===== src/rtl/def_useq.sv =====
// Shared definitions for the parametrised microsequencer: sequencing commands,
// microcode entry points and the RISC-V opcodes the dispatch logic decodes.
package def_useq;

  typedef enum logic [2:0] {
    SEQ_RESET             = 3'd0,
    SEQ_INCREMENT         = 3'd1,
    SEQ_DISPATCH_ID       = 3'd2,
    SEQ_DISPATCH_MEM_ADDR = 3'd3,
    SEQ_DISPATCH_B_CHECK  = 3'd4,
    SEQ_JUMP              = 3'd5,
    SEQ_CALL              = 3'd6,
    SEQ_RETURN            = 3'd7
  } seq_ctrl_e;

  // Micro-addresses are kept as ints so each user can size them to UPC_WIDTH.
  localparam int UINSTR_PC_IF           = 0;
  localparam int UINSTR_PC_ID           = 1;
  localparam int UINSTR_PC_MEM_ADDR     = 2;
  localparam int UINSTR_PC_LD_MEM_READ  = 3;
  localparam int UINSTR_PC_LD_WB        = 4;
  localparam int UINSTR_PC_SD_MEM_WRITE = 5;
  localparam int UINSTR_PC_REX          = 6;
  localparam int UINSTR_PC_IEX          = 7;
  localparam int UINSTR_PC_RWB          = 8;
  localparam int UINSTR_PC_B_CHECK      = 9;
  localparam int UINSTR_PC_BRANCH       = 10;
  localparam int UINSTR_PC_JAL          = 11;
  localparam int UINSTR_PC_JALR         = 12;
  localparam int UINSTR_PC_NOP          = 13;
  localparam int UINSTR_PC_HALT         = 14;

  localparam logic [6:0] OPC_ARITH     = 7'b0110011;
  localparam logic [6:0] OPC_ARITH_IMM = 7'b0010011;
  localparam logic [6:0] OPC_LOAD      = 7'b0000011;
  localparam logic [6:0] OPC_STORE     = 7'b0100011;
  localparam logic [6:0] OPC_BRANCH    = 7'b1100011;
  localparam logic [6:0] OPC_JAL       = 7'b1101111;
  localparam logic [6:0] OPC_JALR      = 7'b1100111;
  localparam logic [6:0] OPC_ECALL     = 7'b1110011;

endpackage


===== src/rtl/useq_param_if.sv =====
// Bundle between microcode ROM/datapath and the microsequencer.
// is_halted exists only when USEQ_ECALL_HALT_EN is defined.
interface useq_param_if #(
  parameter int UPC_WIDTH = 4,
  parameter int CNT_WIDTH = 32
);
  logic [6:0]           opcode;
  logic                 bcond;
  logic                 mem_busy;
  logic [2:0]           seq_control;
  logic [UPC_WIDTH-1:0] target_upc;
  logic [UPC_WIDTH-1:0] upc;
  logic                 instr_retired;
  logic [CNT_WIDTH-1:0] retired_cnt;
  logic                 stack_err;
`ifdef USEQ_ECALL_HALT_EN
  logic                 is_halted;

  modport master (
    output opcode, bcond, mem_busy, seq_control, target_upc,
    input  upc, instr_retired, retired_cnt, stack_err, is_halted
  );
  modport slave (
    input  opcode, bcond, mem_busy, seq_control, target_upc,
    output upc, instr_retired, retired_cnt, stack_err, is_halted
  );
`else
  modport master (
    output opcode, bcond, mem_busy, seq_control, target_upc,
    input  upc, instr_retired, retired_cnt, stack_err
  );
  modport slave (
    input  opcode, bcond, mem_busy, seq_control, target_upc,
    output upc, instr_retired, retired_cnt, stack_err
  );
`endif
endinterface


===== src/rtl/useq_dispatch_rom.sv =====
// Combinational dispatch table: (opcode, bcond, seq_control) -> micro-address.
// With USEQ_ECALL_HALT_EN, ECALL dispatches to HALT instead of NOP.
module useq_dispatch_rom
  import def_useq::*;
#(
  parameter int UPC_WIDTH = 4
) (
  input  logic [6:0]           opcode_i,
  input  logic                 bcond_i,
  input  seq_ctrl_e            seq_control_i,
  output logic [UPC_WIDTH-1:0] target_o
);

  always_comb begin
    target_o = UPC_WIDTH'(UINSTR_PC_IF);
    unique case (seq_control_i)
      SEQ_DISPATCH_ID: begin
        unique case (opcode_i)
          OPC_ARITH:            target_o = UPC_WIDTH'(UINSTR_PC_REX);
          OPC_ARITH_IMM:        target_o = UPC_WIDTH'(UINSTR_PC_IEX);
          OPC_LOAD, OPC_STORE:  target_o = UPC_WIDTH'(UINSTR_PC_MEM_ADDR);
          OPC_BRANCH:           target_o = UPC_WIDTH'(UINSTR_PC_B_CHECK);
          OPC_JAL:              target_o = UPC_WIDTH'(UINSTR_PC_JAL);
          OPC_JALR:             target_o = UPC_WIDTH'(UINSTR_PC_JALR);
`ifdef USEQ_ECALL_HALT_EN
          OPC_ECALL:            target_o = UPC_WIDTH'(UINSTR_PC_HALT);
`else
          OPC_ECALL:            target_o = UPC_WIDTH'(UINSTR_PC_NOP);
`endif
          default:              target_o = UPC_WIDTH'(UINSTR_PC_IF);
        endcase
      end
      SEQ_DISPATCH_MEM_ADDR: begin
        if (opcode_i == OPC_LOAD)       target_o = UPC_WIDTH'(UINSTR_PC_LD_MEM_READ);
        else if (opcode_i == OPC_STORE) target_o = UPC_WIDTH'(UINSTR_PC_SD_MEM_WRITE);
        else                            target_o = UPC_WIDTH'(UINSTR_PC_IF);
      end
      SEQ_DISPATCH_B_CHECK: begin
        target_o = bcond_i ? UPC_WIDTH'(UINSTR_PC_BRANCH) : UPC_WIDTH'(UINSTR_PC_IF);
      end
      default: target_o = UPC_WIDTH'(UINSTR_PC_IF);
    endcase
  end

endmodule


===== src/rtl/useq_param.sv =====
// Microsequencer: registered uPC, stall hold, micro-call/return stack and
// retired-instruction counter. Optional HALT state under USEQ_ECALL_HALT_EN.
module useq_param
  import def_useq::*;
#(
  parameter int UPC_WIDTH   = 4,
  parameter int STACK_DEPTH = 2,
  parameter int CNT_WIDTH   = 32
) (
  input logic         clk,
  input logic         reset,
  useq_param_if.slave bus
);

  localparam int SP_W = $clog2(STACK_DEPTH + 1);
  localparam logic [UPC_WIDTH-1:0] PC_IF = UPC_WIDTH'(UINSTR_PC_IF);
`ifdef USEQ_ECALL_HALT_EN
  localparam logic [UPC_WIDTH-1:0] PC_HALT = UPC_WIDTH'(UINSTR_PC_HALT);
`endif

  seq_ctrl_e            seq;
  logic [UPC_WIDTH-1:0] dispatch_tgt;
  logic [UPC_WIDTH-1:0] upc_q, upc_d;
  logic [SP_W-1:0]      sp_q;
  logic [CNT_WIDTH-1:0] cnt_q;
  logic                 err_q;
  logic                 retired_q;
  logic                 push_en, pop_en, err_set, retire;
  // Sized to the full pointer range so the pointer indexes it without resizing.
  logic [UPC_WIDTH-1:0] stack_q [0:(1<<SP_W)-1];

  assign seq = seq_ctrl_e'(bus.seq_control);

  useq_dispatch_rom #(.UPC_WIDTH(UPC_WIDTH)) u_dispatch (
    .opcode_i      (bus.opcode),
    .bcond_i       (bus.bcond),
    .seq_control_i (seq),
    .target_o      (dispatch_tgt)
  );

  always_comb begin
    upc_d   = upc_q;
    push_en = 1'b0;
    pop_en  = 1'b0;
    err_set = 1'b0;
    unique case (seq)
      SEQ_RESET:     upc_d = PC_IF;
      SEQ_INCREMENT: upc_d = upc_q + UPC_WIDTH'(1);
      SEQ_DISPATCH_ID, SEQ_DISPATCH_MEM_ADDR, SEQ_DISPATCH_B_CHECK:
                     upc_d = dispatch_tgt;
      SEQ_JUMP:      upc_d = bus.target_upc;
      SEQ_CALL: begin
        upc_d = bus.target_upc;
        // A full stack drops the return address but the jump is still taken.
        if (sp_q == SP_W'(STACK_DEPTH)) err_set = 1'b1;
        else                            push_en = 1'b1;
      end
      SEQ_RETURN: begin
        if (sp_q == '0) begin
          upc_d   = PC_IF;
          err_set = 1'b1;
        end else begin
          upc_d  = stack_q[sp_q - SP_W'(1)];
          pop_en = 1'b1;
        end
      end
      default: upc_d = PC_IF;
    endcase
`ifdef USEQ_ECALL_HALT_EN
    if (upc_q == PC_HALT) begin
      upc_d   = PC_HALT;
      push_en = 1'b0;
      pop_en  = 1'b0;
      err_set = 1'b0;
    end
`endif
  end

`ifdef USEQ_ECALL_HALT_EN
  assign retire = !bus.mem_busy &&
                  (((upc_d == PC_IF) && (upc_q != PC_IF)) ||
                   ((upc_d == PC_HALT) && (upc_q != PC_HALT)));
`else
  assign retire = !bus.mem_busy && (upc_d == PC_IF) && (upc_q != PC_IF);
`endif

  // Control state: reset wins over stall.
  always_ff @(posedge clk) begin
    if (!reset) begin
      upc_q     <= PC_IF;
      sp_q      <= '0;
      cnt_q     <= '0;
      err_q     <= 1'b0;
      retired_q <= 1'b0;
    end else begin
      retired_q <= retire;
      if (!bus.mem_busy) begin
        upc_q <= upc_d;
        if (push_en) sp_q <= sp_q + SP_W'(1);
        if (pop_en)  sp_q <= sp_q - SP_W'(1);
        if (err_set) err_q <= 1'b1;
        if (retire)  cnt_q <= cnt_q + CNT_WIDTH'(1);
      end
    end
  end

  // Stack contents need no reset: the pointer alone defines what is live.
  always_ff @(posedge clk) begin
    if (!bus.mem_busy && push_en) stack_q[sp_q] <= upc_q + UPC_WIDTH'(1);
  end

  assign bus.upc           = upc_q;
  assign bus.instr_retired = retired_q;
  assign bus.retired_cnt   = cnt_q;
  assign bus.stack_err     = err_q;
`ifdef USEQ_ECALL_HALT_EN
  assign bus.is_halted     = (upc_q == PC_HALT);
`endif

endmodule


===== src/flat_wrapper.sv =====
// flat-port wrapper written by rule: the top's interface ports become plain ports
module useq_param_flat import def_useq::*;
#(
  parameter int UPC_WIDTH   = 4,
  parameter int STACK_DEPTH = 2,
  parameter int CNT_WIDTH   = 32
)
  (clk, reset, bus_opcode, bus_bcond, bus_mem_busy, bus_seq_control, bus_target_upc, bus_upc, bus_instr_retired, bus_retired_cnt, bus_stack_err);
  useq_param_if #(.UPC_WIDTH(UPC_WIDTH), .CNT_WIDTH(CNT_WIDTH)) bus_i ();
  input logic clk;
  input logic reset;
  input wire logic [$bits(bus_i.opcode)-1:0] bus_opcode;
  input wire logic [$bits(bus_i.bcond)-1:0] bus_bcond;
  input wire logic [$bits(bus_i.mem_busy)-1:0] bus_mem_busy;
  input wire logic [$bits(bus_i.seq_control)-1:0] bus_seq_control;
  input wire logic [$bits(bus_i.target_upc)-1:0] bus_target_upc;
  output wire logic [$bits(bus_i.upc)-1:0] bus_upc;
  output wire logic [$bits(bus_i.instr_retired)-1:0] bus_instr_retired;
  output wire logic [$bits(bus_i.retired_cnt)-1:0] bus_retired_cnt;
  output wire logic [$bits(bus_i.stack_err)-1:0] bus_stack_err;
  assign bus_i.opcode = bus_opcode;
  assign bus_i.bcond = bus_bcond;
  assign bus_i.mem_busy = bus_mem_busy;
  assign bus_i.seq_control = bus_seq_control;
  assign bus_i.target_upc = bus_target_upc;
  assign bus_upc = bus_i.upc;
  assign bus_instr_retired = bus_i.instr_retired;
  assign bus_retired_cnt = bus_i.retired_cnt;
  assign bus_stack_err = bus_i.stack_err;
  useq_param #(.UPC_WIDTH(UPC_WIDTH), .STACK_DEPTH(STACK_DEPTH), .CNT_WIDTH(CNT_WIDTH)) u_core (.clk(clk), .reset(reset), .bus(bus_i));
endmodule

===== config.mk =====
export PLATFORM = sky130hd
export DESIGN_NAME = useq_param_flat
export DESIGN_NICKNAME = d
export VERILOG_FILES = /design/src/rtl/def_useq.sv /design/src/rtl/useq_param_if.sv /design/src/rtl/useq_dispatch_rom.sv /design/src/rtl/useq_param.sv /design/src/flat_wrapper.sv
export SDC_FILE = /design/constraint.sdc
export NUM_CORES = 1
export LEC_CHECK = 0
export ABC_AREA = 0
export BUFFER_PORTS_ARGS = -buffer_cell sky130_fd_sc_hd__buf_2
export CAP_MARGIN = 20
export CORE_ASPECT_RATIO = 0.6
export CORE_UTILIZATION = 30
export DETAILED_ROUTE_END_ITERATION = 10
export GPL_ROUTABILITY_DRIVEN = 0
export PLACE_DENSITY = 0.59
export SLEW_MARGIN = 10
export SYNTH_ARGS = -nofsm -noshare
export SYNTH_HDL_FRONTEND = slang
export SYNTH_SLANG_ARGS = --single-unit

===== constraint.sdc =====
create_clock -name clk -period 6.1 [get_ports clk]
set_input_delay 0.305 -clock clk [delete_from_list [all_inputs] [get_ports clk]]
set_output_delay 0.305 -clock clk [all_outputs]
set_load 0.01 [all_outputs]

After elaboration in Yosys (flattened, before gate mapping)
Memories as Yosys holds them, arrays and structs flattened.
Cells that the tools add are included.

storage, ports and cells
  output and inout port bits = 38
  memory bits (writable) = 16
  flip-flop bits (word level) = 40
  memories = 1
  input bits = 18
  logic and storage cells = 60

memories
  memory          depth  width  rd ports  clocked after Yosys merged registers in  wr ports  RTL line          source
  u_core.stack_q  4      4      1         0                                        1         useq_param.sv:30  logic [UPC_WIDTH-1:0] stack_q [0:(1<<SP_W)-1];

cells by class
  eq/ne operators = 16
  reductions and logical operators = 15
  bitwise gates (word level) = 1
  mux-type cells = 18
  add/subtract/negate cells = 4

operators with widths
  cell                     count
  $add A32 B1 Y32 const B  1
  $eq A7 B7 Y1 const B     4
  $pmux W4 S7              1
  $pmux W4 S5              1
  $eq A7 B6 Y1 const B     2
  $eq A3 B3 Y1 const B     4
  $pmux W4 S3              1
  $mux W1                  8
  $mux W4                  2
  $eq A7 B2 Y1 const B     1
  $eq A7 B5 Y1 const B     1
  $eq A3 B2 Y1 const B     2
  $mux W3                  2
  $reduce_and A2 Y1        3
  $add A4 B1 Y4 const B    1
  $logic_not A4 Y1         1
  $mux W2                  2
  $reduce_bool A4 Y1       1
  $reduce_or A2 Y1         2
  $eq A3 B1 Y1 const B     1
  $logic_and A1 B1 Y1      3
  $logic_not A3 Y1         1
  $reduce_or A3 Y1         1
  $add A2 B1 Y2 const B    1
  7 further kinds          7

Depth between registers and ports, before layout
  depth in word-level cells = 9
  mapped depth = 13
  mapped depth without buffers = 9

Modules after synthesis
From an unflattened synthesis, not the netlist that was laid out.

unflattened totals
  cells, all modules = 343
  area total of the unflattened synthesis = 3154.3 um^2

by module, submodules not included
  module             area each (um^2)  seq. area each (um^2)  cells each  times used
  useq_param         2981.6            1281.2                 318         1
  useq_dispatch_rom  172.7             0.0                    25          1

Worst setup path before layout
OpenSTA, ideal clock, no wires.

  kind = register to register
  start = register u_core.sp_q[0]
  end = register u_core.cnt_q[30], in the netlist u_core.bus.retired_cnt[30]
  arrival = 2831 ps
  setup time = 70 ps
  clock period less this slack = 2902 ps
  path slack = 3198 ps
  path buffers = 3
  stages on the path, launching flop included = 13
  required time = 6030 ps
  cell sequence = dfxtp_1 -> buf_6 -> inv_1 -> ha_1 -> clkbuf_1 -> mux4_2 -> nand2_1 -> o221ai_2 -> nor4_2 -> nand3_2 -> buf_6 -> or4_1 -> a21oi_1

on the way
  cells in the longest elaborated chain, start to end = 8
  elaborated cells on any way between the ends = 9
  classes of those cells = add/sub (1); mux (2); reduce/logical (5); memory (1)

ends and longest elaborated chain
  item                                  RTL line           source
  start: declaration                    useq_param.sv:24   logic [SP_W-1:0] sp_q;
  start signal: assignment              useq_param.sv:99   if (push_en) sp_q <= sp_q + SP_W'(1);
  start signal: assignment              useq_param.sv:100  if (pop_en) sp_q <= sp_q - SP_W'(1);
  $sub A2 B1 Y2                         useq_param.sv:63   upc_d = stack_q[sp_q - SP_W'(1)];
  $mem_v2 Z4 W4                         n/a
  $mux W4 *                             useq_param.sv:59   if (sp_q == '0) begin
  $pmux W4 S5 *                         useq_param.sv:46   unique case (seq)
  $logic_not A4 Y1 *                    useq_param.sv:84   assign retire = !bus.mem_busy && (upc_d == PC_IF) && (upc_q != PC_IF);
  $logic_and A1 B1 Y1 * (2 in a row)    useq_param.sv:84
  $reduce_and A2 Y1 (no source line) *  n/a
  end signal: assignment                useq_param.sv:102  if (retire) cnt_q <= cnt_q + CNT_WIDTH'(1);
  end: declaration                      useq_param.sv:25   logic [CNT_WIDTH-1:0] cnt_q;

Every way passes the cells marked *; elsewhere a longest branch is shown, timed or not.
A chain may end at the register's enable or synchronous reset.

Worst setup path after layout
  start = register u_core.sp_q[0]
  end = register u_core.cnt_q[15], in the netlist u_core.bus.retired_cnt[15]

The elaborated chain is that of the path after synthesis.

==> flow_results.xml <==
<?xml version="1.0" encoding="UTF-8"?>
<metrics>
  <group name="synthesis">
    <metric name="synth_flop_cell" unit="">dfxtp_1</metric>
    <metric name="synth_register_bits" unit="">56</metric>
    <metric name="count_of_flip_flops_with_a_built_in_enable_after_synthesis" unit="">16</metric>
    <metric name="ys.warnings.count" unit="">0</metric>
    <metric name="synthDistinctLibCells" unit="">53</metric>
    <metric name="ys_top_cells_by_area" unit="">dfxtp_1 (26%), edfxtp_1 (16%), mux2i_1 (4.9%), nand2_1 (4.6%), a21oi_1 (3.4%)</metric>
    <metric name="synth_top_area_share" unit="%">26.0</metric>
    <metric name="synthArstFlopShare" unit="%">0</metric>
    <metric name="syn_inst" unit="">342</metric>
    <metric name="netlist_area" unit="µm²">3090</metric>
    <metric name="synthesis.area_per_instance" unit="µm²">9.02</metric>
    <metric name="synth.largest_area_cell" unit="">dfxtp_1</metric>
    <metric name="yosysSeqAreaShare" unit="%">41.5</metric>
  </group>
  <group name="power_and_ir_drop">
    <metric name="seqPwrFrac" unit="%">51.8</metric>
    <metric name="power.switching" unit="mW">0.196</metric>
    <metric name="internal_power" unit="mW">0.569</metric>
    <metric name="irDropWorstVdd" unit="µV">116</metric>
    <metric name="power.density_cell_area" unit="nW/µm²">213</metric>
    <metric name="pwr-share-comb" unit="%">10.0</metric>
    <metric name="sw_frac_of_total" unit="%">25.6</metric>
    <metric name="clock_power_share" unit="%">38.2</metric>
    <metric name="p_leak" unit="nW">1.38</metric>
  </group>
  <group name="finish">
    <metric name="syn2layout_area_growth" unit="%">16.5</metric>
    <metric name="layout_common_cells" unit="">buf_2 (55), dfxtp_1 (40), nand2_1 (38)</metric>
    <metric name="final_cells" unit="">524</metric>
    <metric name="insertedDiodeCount" unit="">0</metric>
    <metric name="final_standard_cell_utilization_of_the_core" unit="%">36.2</metric>
    <metric name="drive_above_1_share" unit="%">20.3</metric>
    <metric name="final_nets" unit="">413</metric>
    <metric name="final_common_cell" unit="">buf_2</metric>
  </group>
  <group name="min_path">
    <metric name="hp-class" unit="">in2reg</metric>
  </group>
  <group name="floorplanning">
    <metric name="die_w" unit="µm">133</metric>
    <metric name="die_h" unit="µm">80.6</metric>
    <metric name="effective_utilization_at_floorplan" unit="%">31.1</metric>
    <metric name="coreArea" unit="µm²">9910</metric>
    <metric name="die_area" unit="µm²">10700</metric>
    <metric name="row_count" unit="">28</metric>
    <metric name="floorplan.io_pins" unit="">56</metric>
  </group>
  <group name="critical_path">
    <metric name="critPathLaunchType" unit="">flip-flop</metric>
    <metric name="timing.critical_path.fanout_max" unit="">23</metric>
    <metric name="worst-endpoint-required" unit="ps">6290</metric>
    <metric name="crit_path_end_kind" unit="">flip-flop</metric>
    <metric name="type_of_the_worst_setup_path" unit="">reg2reg</metric>
    <metric name="cp.arrival" unit="ps">3680</metric>
  </group>
  <group name="sta">
    <metric name="finalHoldWorstSlack" unit="ps">379</metric>
    <metric name="layout_setup_ws" unit="ps">2610</metric>
    <metric name="timing_worst_slew_pin_value" unit="ps">896</metric>
    <metric name="rsz0062_at_grt" unit="">false</metric>
    <metric name="setup-tns-final" unit="ps">0</metric>
    <metric name="maxClockFrequency" unit="GHz">0.287</metric>
    <metric name="setup_violation_total_in_the_final_timing_report" unit="">0</metric>
    <metric name="finClkSkew" unit="ps">8.96</metric>
    <metric name="max-slew-margin-rel" unit="%">40.3</metric>
    <metric name="minimum_clock_period_after_layout" unit="ps">3490</metric>
    <metric name="maxSlewViolCount" unit="">0</metric>
    <metric name="min_period_over_period" unit="%">57.2</metric>
    <metric name="finalHoldViolations" unit="">0</metric>
  </group>
  <group name="route">
    <metric name="drtAntennaViolNets" unit="">0</metric>
    <metric name="dr_total_vias" unit="">2761</metric>
    <metric name="detailedRoute.firstPassIterationCount" unit="">4</metric>
    <metric name="route.met3.wl" unit="µm">507</metric>
    <metric name="post_drt_wl_per_cell" unit="µm">15.7</metric>
    <metric name="dr_wl_met2" unit="µm">3280</metric>
    <metric name="mean_number_of_vias_per_cell" unit="">5.27</metric>
    <metric name="drt_drc_violations_left" unit="">0</metric>
    <metric name="wl_met1" unit="µm">4370</metric>
    <metric name="initialDrtViolationCount" unit="">268</metric>
    <metric name="routed.top_layer" unit="">met4</metric>
    <metric name="route.final.wire_length" unit="µm">8230</metric>
  </group>
  <group name="clocking">
    <metric name="root_buffer_cell" unit="">clkbuf_16</metric>
    <metric name="cts.repair.resized" unit="">0</metric>
    <metric name="tritoncts" unit="">yes</metric>
    <metric name="setup_fix_bufs_post_cts" unit="">0</metric>
    <metric name="cts_inserted_buffers" unit="">5</metric>
    <metric name="clkSlewWorstSetupHoldPaths" unit="ps">80</metric>
    <metric name="htreeDepth" unit="">2</metric>
    <metric name="clkSinkCount" unit="">56</metric>
    <metric name="worstSkewPairLatency" unit="ps">300</metric>
    <metric name="post_cts_hold_buffer_count" unit="">0</metric>
    <metric name="clock_path_buffers" unit="">2</metric>
  </group>
  <group name="placed_design">
    <metric name="placed_wire_length_estimate_after_detailed_placement" unit="µm">6140</metric>
    <metric name="placement.io_buffers" unit="">55</metric>
    <metric name="detailedPlace.worstSlack" unit="ps">2650</metric>
    <metric name="inst_count_dp" unit="">516</metric>
  </group>
  <group name="global_route">
    <metric name="vias_in_the_first_global_route" unit="">2372</metric>
    <metric name="grt_antenna_before_repair" unit="">0</metric>
    <metric name="grt_total_ovfl" unit="">0</metric>
    <metric name="grt_max_degree" unit="">32</metric>
    <metric name="first_pass_grt_wire_length" unit="µm">12700</metric>
    <metric name="grt_use_total" unit="%">15.3</metric>
  </group>
  <group name="job">
    <metric name="max_cap_violations" unit="">0</metric>
  </group>
  <group name="status">
    <metric name="outcome" unit="">finished clean</metric>
  </group>
</metrics>
## cells by family after synthesis
group | after synthesis | share of synthesized area [%]
XOR/XNOR | 4 | 1.14
AO/OA/AOI/OAI | 56 | 12.1
multiplexers | 22 | 8.88
other | 1 | 0.122
AND/OR/NAND/NOR | 159 | 28.1
adder cells (fa/ha/maj) | 7 | 2.84
buffers and inverters | 37 | 5.23
flip-flops | 56 | 41.5
## cell type report
class / instances / area, µm²
Clock buffer: 5 / 125
Clock inverter: 3 / 21.3
Fill cell: 1002 / 6320
Inverter: 18 / 67.6
Multi-Input combinational cell: 252 / 1650
Sequential cell: 56 / 1280
Tap cell: 135 / 169
Timing Repair Buffer: 55 / 275
## final timing paths
path,from,end,slack [ps],cells past startpoint
setup / recovery,u_core.sp_q[0]$_SDFFE_PN0P_,u_core.bus.retired_cnt[15]$_SDFFE_PN0P_,2610,9
hold reg to reg,u_core.bus.stack_err$_SDFFE_PN0P_,u_core.bus.stack_err$_SDFFE_PN0P_,490,2
setup reg to reg,u_core.sp_q[0]$_SDFFE_PN0P_,u_core.bus.retired_cnt[15]$_SDFFE_PN0P_,2610,9
hold / removal,bus_mem_busy,u_core.bus.upc[1]$_SDFFE_PN0N_,380,2
## per-stage QoR
step / cell area (µm²) / total power [mW]
floorplan: 3100 / 0.457
global route: 3590 / 0.792
detailed placement: 3450 / 0.480
global placement: 3450 / 0.479
finish: 3590 / 0.764
CTS: 3590 / 0.770
## power groups by stage
stage | sequential, mW | combinational, mW | clock (mW)
5_1_grt | 0.397 | 0.0850 | 0.310
4_1_cts | 0.396 | 0.0759 | 0.298
3_3_place_gp | 0.405 | 0.0745 | 0
6_report | 0.396 | 0.0763 | 0.292
3_5_place_dp | 0.405 | 0.0756 | 0
2_1_floorplan | 0.404 | 0.0537 | 0
## layer usage
metal	vias up	track usage, %
met5	-	0
met4	0	2.99
met3	7	3.60
met2	90	21.1
met1	1323	23.4
li1	1341	-
## critical path, cell delays in order (launching register included)
cell and delay (ps):
dfxtp_1 530, inv_1 150, ha_1 440, mux4_2 350, nand2_1 90, nand3_1 90
a311oi_2 450, nand3_2 480, or4_1 670, mux2i_1 130
## synth_stat cells (5+ instances only)
library cell,number
o21ai_1,5
nand2b_1,15
and2_1,7
edfxtp_1,16
a21oi_1,21
or4_1,6
clkbuf_1,13
nand4_1,14
ha_1,7
nor2_1,18
nand2_1,38
nand3_1,18
mux2i_1,15
nor3_1,13
inv_1,18
dfxtp_1,40
## state kept, by name, indices dropped and copies added (netlist names)
| register | flops |
|---|---|
| u_core.bus.retired_cnt | 32 |
| u_core.sp_q | 2 |
| u_core.bus.upc | 4 |
| u_core.bus.instr_retired | 1 |
| u_core.stack_q | 16 |
| u_core.bus.stack_err | 1 |
(Power assumes the default switching activity.)
